--- src/rtl/l2_miss_arbiter.sv ---
// l2_miss_arbiter: shares the single L2 request port between L1_D
// (read / write-through misses) and L1_I (read misses). One transaction is in
// flight at a time and the winner is picked round-robin. The request is
// forwarded with a valid/ready handshake, then the arbiter waits for the L2
// response and returns the line (or a zero write ack) to the owner.
// Optional feature: define ARB_TIMEOUT_EN to bound the WAIT state to
// TIMEOUT_CYCLES cycles and flag the owner's response with resp_err.
module l2_miss_arbiter #(
   parameter int ADDR_W         = 64,
   parameter int DATA_W         = 64,
   parameter int LINE_W         = 128,
   parameter int TIMEOUT_CYCLES = 64
) (
   input  logic              clk,
   input  logic              rst,
   input  logic              d_req_valid,
   output logic              d_req_ready,
   input  logic              d_req_we,
   input  logic [ADDR_W-1:0] d_req_addr,
   input  logic [DATA_W-1:0] d_req_wdata,
   input  logic [2:0]        d_req_size,
   input  logic              i_req_valid,
   output logic              i_req_ready,
   input  logic [ADDR_W-1:0] i_req_addr,
   output logic              d_resp_valid,
   output logic [LINE_W-1:0] d_resp_data,
   output logic              d_resp_err,
   output logic              i_resp_valid,
   output logic [LINE_W-1:0] i_resp_data,
   output logic              i_resp_err,
   output logic              l2_req_valid,
   input  logic              l2_req_ready,
   output logic              l2_req_we,
   output logic [ADDR_W-1:0] l2_req_addr,
   output logic [DATA_W-1:0] l2_req_wdata,
   output logic [2:0]        l2_req_size,
   input  logic              l2_resp_valid,
   input  logic [LINE_W-1:0] l2_resp_data,
   output logic              busy
);

   typedef enum logic [1:0] {S_IDLE, S_ISSUE, S_WAIT, S_RESP} state_t;

   state_t            state, state_nxt;
   logic              owner_i_q;   // 1: in-flight transaction belongs to L1_I
   logic              last_i_q;    // 1: last completed grant went to L1_I
   logic              grant_d, grant_i, accept;
   logic              resp_take, timeout;
   logic [LINE_W-1:0] line_in;
   logic [LINE_W-1:0] d_line_q, i_line_q;

   assign d_req_ready = grant_d;
   assign i_req_ready = grant_i;
   assign accept      = grant_d | grant_i;
   assign resp_take   = (state == S_WAIT) && (l2_resp_valid || timeout);
   // Writes and timeouts return an all-zero line.
   assign line_in     = (l2_req_we || !l2_resp_valid) ? '0 : l2_resp_data;
   assign d_resp_data = d_line_q;
   assign i_resp_data = i_line_q;

   // State register
   always_ff @(posedge clk) begin
      if (rst) state <= S_IDLE;
      else     state <= state_nxt;
   end

   // Next-state, round-robin grant and handshake outputs
   always_comb begin
      state_nxt    = state;
      grant_d      = 1'b0;
      grant_i      = 1'b0;
      l2_req_valid = 1'b0;
      d_resp_valid = 1'b0;
      i_resp_valid = 1'b0;
      busy         = (state != S_IDLE);
      case (state)
         S_IDLE: begin
            if (d_req_valid && i_req_valid) begin
               grant_d = last_i_q;
               grant_i = !last_i_q;
            end else begin
               grant_d = d_req_valid;
               grant_i = i_req_valid;
            end
            if (grant_d || grant_i) state_nxt = S_ISSUE;
         end
         S_ISSUE: begin
            l2_req_valid = 1'b1;
            if (l2_req_ready) state_nxt = S_WAIT;
         end
         S_WAIT: begin
            if (resp_take) state_nxt = S_RESP;
         end
         S_RESP: begin
            d_resp_valid = !owner_i_q;
            i_resp_valid = owner_i_q;
            state_nxt    = S_IDLE;
         end
         default: state_nxt = S_IDLE;
      endcase
   end

   // Latched request payload, per-requester response lines and fairness pointer
   always_ff @(posedge clk) begin
      if (rst) begin
         owner_i_q    <= 1'b0;
         last_i_q     <= 1'b1;
         l2_req_we    <= 1'b0;
         l2_req_addr  <= '0;
         l2_req_wdata <= '0;
         l2_req_size  <= 3'd0;
         d_line_q     <= '0;
         i_line_q     <= '0;
      end else begin
         if (accept) begin
            owner_i_q    <= grant_i;
            l2_req_we    <= grant_d & d_req_we;
            l2_req_addr  <= grant_d ? d_req_addr : i_req_addr;
            l2_req_wdata <= grant_d ? d_req_wdata : '0;
            l2_req_size  <= grant_d ? d_req_size : 3'd0;
         end
         if (resp_take) begin
            if (owner_i_q) i_line_q <= line_in;
            else           d_line_q <= line_in;
         end
         if (state == S_RESP) last_i_q <= owner_i_q;
      end
   end

`ifdef ARB_TIMEOUT_EN
   localparam logic [15:0] WAIT_LAST = 16'(TIMEOUT_CYCLES - 1);
   logic [15:0] wait_cnt_q;
   logic        err_q;

   // WAIT-cycle counter, held at zero outside WAIT so every entry starts fresh
   always_ff @(posedge clk) begin
      if (rst || state != S_WAIT) wait_cnt_q <= '0;
      else                        wait_cnt_q <= wait_cnt_q + 16'd1;
   end

   assign timeout = (state == S_WAIT) && !l2_resp_valid && (wait_cnt_q == WAIT_LAST);

   // Error flag that accompanies the following response pulse
   always_ff @(posedge clk) begin
      if (rst)            err_q <= 1'b0;
      else if (resp_take) err_q <= timeout;
   end

   assign d_resp_err = d_resp_valid & err_q;
   assign i_resp_err = i_resp_valid & err_q;
`else
   assign timeout    = 1'b0;
   assign d_resp_err = 1'b0;
   assign i_resp_err = 1'b0;
`endif

endmodule

--- config.mk ---
export PLATFORM = sky130hd
export DESIGN_NAME = l2_miss_arbiter
export DESIGN_NICKNAME = d
export VERILOG_FILES = /design/src/rtl/l2_miss_arbiter.sv
export SDC_FILE = /design/constraint.sdc
export NUM_CORES = 1
export LEC_CHECK = 0
export BUFFER_PORTS_ARGS = -buffer_cell sky130_fd_sc_hd__buf_2
export CAP_MARGIN = 20
export CORE_AREA = 4 4 281 283
export CTS_CLUSTER_DIAMETER = 120
export DETAILED_ROUTE_END_ITERATION = 8
export DIE_AREA = 0 0 285 287
export GPL_TIMING_DRIVEN = 0
export PLACE_DENSITY_LB_ADDON = 0.05
export SETUP_SLACK_MARGIN = 0.2
export SLEW_MARGIN = 10
export SYNTH_ARGS = -nofsm -noshare
export SYNTH_HDL_FRONTEND = slang
export SYNTH_SLANG_ARGS = --single-unit
--- constraint.sdc ---
create_clock -name clk -period 2.2 [get_ports clk]
set_input_delay 0.44 -clock clk [delete_from_list [all_inputs] [get_ports clk]]
set_output_delay 0.44 -clock clk [all_outputs]
set_load 0.05 [all_outputs]
**Word-level counts from Yosys, hierarchy flattened**

Index checks and enable logic that the tools add are counted.

- Register bits after elaboration: 392
- Input port bits: 330
- Logic and storage cells: 47

- Equality and inequality tests: 6
- Multiplexer cells: 17
- Bitwise operators: 3
- Reduce and logical (&&, ||, !) cells: 12

Operators by type and width:

| operator | number |
|---|---|
| 2-to-1 mux 128 bit | 1 |
| 2-to-1 mux 64 bit | 2 |
| 2-to-1 mux 1 bit | 9 |
| one-hot mux 2 bit (4 select lines) | 1 |
| 2-to-1 mux 2 bit | 3 |
| inequality test 2 bit (second input constant) | 3 |
| equality test 2 bit (second input constant) | 2 |
| AND reduction 2 bit | 2 |
| logical NOT 1 bit | 3 |
| 2-to-1 mux 3 bit | 1 |
| AND reduction 3 bit | 1 |
| equality test 2 x 1 -> 1 bit (second input constant) | 1 |
| logical AND 1 bit | 2 |
| logical NOT 2 bit | 1 |
| logical OR 1 bit | 2 |
| nonzero test 2 bit | 1 |
| AND 1 bit | 1 |
| NOT 1 bit | 1 |
| OR 1 bit | 1 |

**Logic depth before layout (Yosys ltp)**

Gate-level depths: netlist of the first run.

- Depth after elaboration: 6
- Depth in mapped cells: 8
- Mapped depth without buffers: 5

**Worst setup path after synthesis of the first run**

No wires, ideal clock.

- Path type: register to output
- Start: register state[0]
- End: output port i_req_ready
- Arrival time: 1.742 ns
- Required time: 1.760 ns
- Path slack: 0.018 ns
- Stages on the path, launching flop included: 7
- Path buffers: 2
- Cell sequence: dfxtp_1 > inv_1 > ha_1 > inv_2 > buf_2 > buf_2 > a211oi_2

- Longest elaborated chain between the ends: 2

RTL lines:

| what | RTL line | text |
|---|---|---|
| from (decl) | 44 | `state_t state, state_nxt;` |
| from (signal assigned) | 64 | `else state <= state_nxt;` |
| logical NOT 2 bit | 76 | `case (state)` |
| 2-to-1 mux 1 bit | 76 |  |
| to (decl) | 23 | `output logic i_req_ready,` |

Every way passes these cells.

**Worst setup path after layout of the first run**

- Start: register state[0]
- End: output port busy

- Longest elaborated chain between the ends: 1

RTL lines:

| what | RTL line | text |
|---|---|---|
| nonzero test 2 bit | 75 | `busy = (state != S_IDLE);` |
| to (decl) | 39 | `output logic busy` |

Every way passes these cells.

==> out/metrics.csv, run 1 <==
metric;value;unit
die_h;287;um
r2r_start;state[0];
worstMarginPinSlew;0.975;ns
cp-start-kind;flip-flop;
insertion_delay;0.59;ns
ys_types;34;
p_sw;11.0;mW
grt_pass1_vias;16900;
syn-cell-area;15600;um2
netSwitchingFraction;0.411;
drive_gt1_frac;0.369;
numCtsBuffers;50;
fin_crit_sh;1.07;
area_delta_synth_final;46.9;%
rsz0062_at_grt;true;
gp_congestion;0.852;
fin_crit;2.36;ns
reg2reg_depth;13;
power.density;1170;nW/um2
dp_hpwl;63.6;mm
drc_errors;0;
netlist_top_cells_area;dfxtp_1 (50%), a21oi_1 (10%), nand3_1 (8.3%);
die_w;285;um
p_comb_frac;0.372;
hp-class;in2reg;
grt_pass1_wl;115;mm
holdPathStages;3;
holdWs;0.0947;ns
timing.rr.end;l2_req_addr[28];
cp_data_arrival_time;1.92;ns
worst_setup_path_end_kind;output pin;
layout_setup_ws;-0.163;ns
ir_worst_vdd;678;uV
start_util;0.203;
grt.overflow.total;0;
antenna_found_initial;34;
path_clk_slew;0.06;ns
final_common_cell;buf_2;
power.leakage;9.72;nW
drtIter0Drc;615;
fin_nets;2995;
cts.sinks;392;
setup_viol;3;
finalClockSkew;0.0110;ns
intPower;15.8;mW
vias_per_cell;4.49;
final_hold_viol_count;0;
fp.dieArea;81800;um2
dpl_cell_area;20500;um2
regToRegSetupSlack;0.13;ns
vias;16900;
h-tree-depth;2;
synth_top_area_cell;dfxtp_1;
ant_nets;0;
finalPower;26.8;mW
grt_max_degree;14;
io_buffers;722;
grt_usage;0.185;
critPathRequiredTime;1.76;ns
rows;102;
violations;negative setup slack;
drtPass1Iterations;5;
power_frac_clock;0.313;
synth_area_per_cell;8.35;um2
final_cell_mix;buf_2 (775), dfxtp_1 (389), nand2_1 (324), a21oi_1 (324), nand3_1 (257);
cp-startpoint;state[0];
cts_root_buf;clkbuf_16;
synth.top_cell.area_share;0.504;
drt_wl_total;80.7;mm
criticalPathCategory;reg2out;
relSlewSlack;0.350;
cap_violations;0;
cts_buffer_depth;3;
critPathMaxFanout;2;
ys_seq_elements;392;
worst_hold_path.endpoint;l2_req_addr[6];
routedWlPerCell;21.5;um
yosys_warnings;0;
fp.coreArea;76700;um2
p_seq_frac;0.314;
cts_tree;built;
syn_inst;1864;
hold_start;d_req_addr[6];
fmax;0.423;GHz
fin_area;22900;um2
run_status;finished, violations left;
ys_seq_area_frac;0.504;
maxSlewViolCount;0;
ios;726;
-- flip-flops by register name (all words and copies together), names as in the netlist --
signal and cells:
l2_req_addr 64, state 2, i_resp_data 128, l2_req_we 1
d_resp_data 128, l2_req_wdata 64, owner_i_q 1, last_i_q 1
l2_req_size 3
-- metrics by stage --
| step | util | setup TNS (ns) | setup slack (ns) | cells |
|---|---|---|---|---|
| final | 0.298 | -0.454 | -0.163 | 3760 |
| after global routing | 0.298 | -0.718 | -0.263 | 3756 |
| after CTS | 0.294 | -0.861 | -0.316 | 3733 |
| after detailed placement | 0.267 | -16.27 | -0.511 | 3627 |
| after global placement | 0.267 | -56.34 | -0.547 | 3627 |
| after floorplan | - | 0 | 0.221 | 1865 |
-- synth_stat cells, drive strengths merged --
| cell type | number |
|---|---|
| o31ai | 1 |
| a21oi | 325 |
| o21a | 3 |
| nand2 | 326 |
| a2111oi | 64 |
| o21ai | 65 |
| o31a | 1 |
| and2 | 1 |
| o311a | 1 |
| buf | 125 |
| nor4b | 1 |
| conb | 1 |
| o211ai | 1 |
| nand3 | 257 |
| nor3b | 1 |
| dfxtp | 392 |
| inv | 71 |
| a211oi | 65 |
| nand3b | 1 |
| and3b | 1 |
| o2111ai | 68 |
| and3 | 1 |
| nor2b | 4 |
| clkbuf | 84 |
| ha | 4 |
-- how the worst max path moves through the flow --
stage,to,slack (ns),cells past startpoint
after detailed placement,d_req_ready,-0.51,7
final,busy,-0.16,9
after global routing,i_req_ready,-0.26,7
after floorplan,d_req_ready,0.22,6
after CTS,i_req_ready,-0.32,7
after global placement,d_resp_data[126],-0.55,4
-- layout make-up --
cell class / count / area (um2)
Fill cell: 8492 / 53800
Antenna cell: 17 / 42.5
Buffer: 209 / 1300
Multi-Input combinational cell: 1193 / 6540
Tap cell: 1040 / 1300
Sequential cell: 392 / 7850
Timing Repair Buffer: 744 / 3880
Clock inverter: 19 / 194
Inverter: 71 / 269
Clock buffer: 75 / 1490
-- per-layer routing --
layer | global-route usage | wire (um) | vias up | part of all wire
met2 | 0.333 | 41100 | 520 | 0.51
met3 | 0.0671 | 6580 | 128 | 0.081
li1 | - | - | 8241 | -
met4 | 0.0567 | 2010 | 28 | 0.025
met5 | 0 | 166 | - | 0.0021
met1 | 0.204 | 30900 | 7952 | 0.38
-- worst max-delay path, stage by stage, from the launching register on --
cell     delay [ns]
dfxtp_2        0.32
inv_2          0.07
ha_4           0.18
inv_4          0.04
buf_8          0.12
buf_12         0.12
buf_6          0.11
buf_6          0.10
buf_8          0.12
buf_12         0.14
-- power by group through the flow --
| stage | Combinational [mW] | Sequential, mW | Clock, mW |
|---|---|---|---|
| final | 9.99 | 8.44 | 8.41 |
| after global routing | 10.6 | 8.53 | 8.97 |
| after CTS | 9.68 | 8.44 | 8.72 |
| after detailed placement | 9.02 | 8.57 | 0 |
| after global placement | 9.03 | 8.57 | 0 |
| after floorplan | 3.23 | 11.4 | 0 |
-- what timing repair did --
| item | in CTS | in global routing |
|---|---|---|
| setup buffers | 12 | 10 |
| resized for setup | 75 | 70 |
| pin swaps | 5 | 15 |
| setup endpoints to repair | 194 | 243 |
| hold buffers | 0 | 0 |
-- cell families (layout without fill, tap and decap cells) --
family	after synthesis	after routing	synth area share
AO/OA/AOI/OAI	594	594	0.236
AND/OR/NAND/NOR	593	593	0.166
flip-flops	392	392	0.504
buffers and inverters	280	1118	0.0906
adder cells (fa/ha/maj)	4	4	0.00321
other	1	19	0.000241
No activity file was read; power rests on OpenSTA's default activity.
==> run 2, diff against run 1 <==
--- a/config.mk
+++ b/config.mk
@@ -5,6 +5,7 @@
 export SDC_FILE = /design/constraint.sdc
 export NUM_CORES = 1
 export LEC_CHECK = 0
+export ABC_CLOCK_PERIOD_IN_PS = 2640
 export BUFFER_PORTS_ARGS = -buffer_cell sky130_fd_sc_hd__buf_2
 export CAP_MARGIN = 20
 export CORE_AREA = 4 4 281 283
@@ -14,7 +15,7 @@
 export GPL_TIMING_DRIVEN = 0
 export PLACE_DENSITY_LB_ADDON = 0.05
 export SETUP_SLACK_MARGIN = 0.2
-export SLEW_MARGIN = 10
+export SLEW_MARGIN = 20
 export SYNTH_ARGS = -nofsm -noshare
 export SYNTH_HDL_FRONTEND = slang
 export SYNTH_SLANG_ARGS = --single-unit
==> constraint.sdc (replaced) <==
create_clock -name clk -period 2.64 [get_ports clk]
set_input_delay 0.528 -clock clk [delete_from_list [all_inputs] [get_ports clk]]
set_output_delay 0.528 -clock clk [all_outputs]
set_load 0.05 [all_outputs]
==> out/metrics.csv, run 2 (synthesized netlist as in run 1, its figures left out) <==
metric;value;unit;change
run_status;finished, final reports clean;;was finished, violations left
grt_usage;0.186;;was 0.185
fin_nets;2986;;was 2995
h-tree-depth;2;;unchanged
criticalPathCategory;reg2out;;unchanged
fp.dieArea;81800;um2;unchanged
rows;102;;unchanged
cap_violations;0;;unchanged
start_util;0.203;;unchanged
drtPass1Iterations;5;;unchanged
insertion_delay;0.59;ns;about the same
intPower;12.6;mW;was 15.8 mW
grt_pass1_vias;16900;;about the same
fp.coreArea;76700;um2;unchanged
finalPower;21.5;mW;was 26.8 mW
cts_tree;built;;unchanged
numCtsBuffers;50;;unchanged
fmax;0.420;GHz;
die_w;285;um;unchanged
power_frac_clock;0.310;;was 0.313
netSwitchingFraction;0.417;;was 0.411
area_delta_synth_final;43.4;%;was 46.9%
vias_per_cell;4.53;;was 4.49
nFillCells;8484;;was 8492
ant_nets;0;;unchanged
p_sw;8.99;mW;was 11.0 mW
fin_crit_sh;0.902;;
drt_wl_total;81.1;mm;was 80.7 mm
cts.sinks;392;;unchanged
ios;726;;unchanged
die_h;287;um;unchanged
power.leakage;9.55;nW;was 9.72 nW
drive_gt1_frac;0.353;;was 0.369
drtIter0Drc;683;;was 615
maxSlewViolCount;0;;unchanged
p_comb_frac;0.363;;was 0.372
power.density;964;nW/um2;was 1170 nW/um2
rsz0062_at_grt;true;;unchanged
cts_buffer_depth;3;;unchanged
setup_viol;0;;was 3
final_common_cell;buf_2;;unchanged
fin_crit;2.38;ns;
final_hold_viol_count;0;;unchanged
gp_congestion;0.851;;was 0.852
worstMarginPinSlew;0.824;ns;was 0.975 ns
vias;17000;;was 16900
cp-start-kind;flip-flop;;unchanged
hold_buffers;0;;unchanged
cp_data_arrival_time;1.85;ns;was 1.92 ns
worst_setup_path_end_kind;output pin;;unchanged
antenna_found_initial;36;;was 34
p_seq_frac;0.326;;was 0.314
grt.overflow.total;0;;unchanged
fin_util;0.291;;was 0.298
path_clk_slew;0.06;ns;about the same
grt_max_degree;14;;unchanged
finalClockSkew;0.0175;ns;was 0.0110 ns
drc_errors;0;;unchanged
io_buffers;722;;unchanged
grt_pass1_wl;115;mm;about the same
regToRegSetupSlack;0.48;ns;was 0.13 ns
dp_hpwl;63.5;mm;was 63.6 mm
routedWlPerCell;21.6;um;was 21.5 um
critPathMaxFanout;4;;was 2
final_cell_mix;buf_2 (796), dfxtp_1 (390), nand2_1 (326);;was buf_2 (775), dfxtp_1 (389), nand2_1 (324), a21oi_1 (324), nand3_1 (257)
relSlewSlack;0.450;;was 0.350
critPathRequiredTime;2.11;ns;was 1.76 ns
hp-class;in2reg;;unchanged
cts_root_buf;clkbuf_16;;unchanged
ir_worst_vdd;402;uV;was 678 uV
## run 2: changes by cell type in the layout (fill, tap and decap cells not counted), sizes merged
cell	previous run	this run
clkbuf	169	164
bufinv	3	0
diode	17	20
clkinv	12	10
clkinvlp	2	0
buf	859	860
## run 2: per-layer routing
layer / vias to the layer above / global-route usage / wire length [um]
met5: - / 0 / 145
met4: 24 / 0.0548 / 1940
met3: 118 / 0.0650 / 6640
met2: 551 / 0.337 / 41300
met1: 8061 / 0.207 / 31100
li1: 8236 / - / -
## run 2: power by group through the flow
stage / registers (mW) / logic (mW) / clock network [mW]
3_5_place_dp: 7.14 / 7.51 / 0
5_1_grt: 7.11 / 8.37 / 7.18
2_1_floorplan: 9.49 / 2.68 / 0
3_3_place_gp: 7.14 / 7.52 / 0
6_report: 7.03 / 7.83 / 6.69
4_1_cts: 7.03 / 7.85 / 6.96
## run 2: layout make-up
class | count | area (um2) | share of cell area
buffer | 209 | 1200 | 0.0539
clock inverter | 12 | 78.8 | 0.00353
timing repair buffer | 735 | 3730 | 0.167
multi-input combinational | 1193 | 6340 | 0.284
tap | 1040 | 1300 | 0.0583
antenna | 20 | 50.0 | 0.00224
clock buffer | 80 | 1510 | 0.0674
sequential | 392 | 7850 | 0.351
inverter | 71 | 269 | 0.0120
## run 2: worst paths after layout
path                                 startpoint               to  cells past startpoint
worst min register to register  i_resp_data[80]  i_resp_data[80]                      2
worst max-delay path                   state[0]      i_req_ready                      7
worst min-delay path             d_req_addr[35]  l2_req_addr[35]                      3
worst max register to register         state[0]  i_resp_data[13]                      8
## run 2: through the flow
stage / setup slack (ns) / area, um2 / std cells / TNS (ns) / hold WS (ns)
global placement: -0.251 / 20500 / 3627 / -12.54 / 0.441
floorplan: 0.370 / 15600 / 1865 / 0 / 0.522
global route: 0.160 / 22300 / 3744 / 0 / 0.141
finish: 0.259 / 22300 / 3752 / 0 / 0.171
CTS: 0.172 / 22300 / 3730 / 0 / 0.115
detailed placement: 0.0736 / 20500 / 3627 / 0 / 0.443
## run 2: critical path, cell delays in order, from the launching register on
cell	delay (ns)
dfxtp_2	0.33
inv_2	0.08
ha_4	0.17
inv_4	0.04
buf_8	0.11
buf_12	0.12
a211oi_4	0.18
buf_6	0.21
## run 2: what timing repair did
item | 4_1_cts | 5_1_grt
setup buffers | 11 | 2
setup endpoints to repair | 3 | 2
pin swaps | 2 | 2
resized for setup | 29 | 3
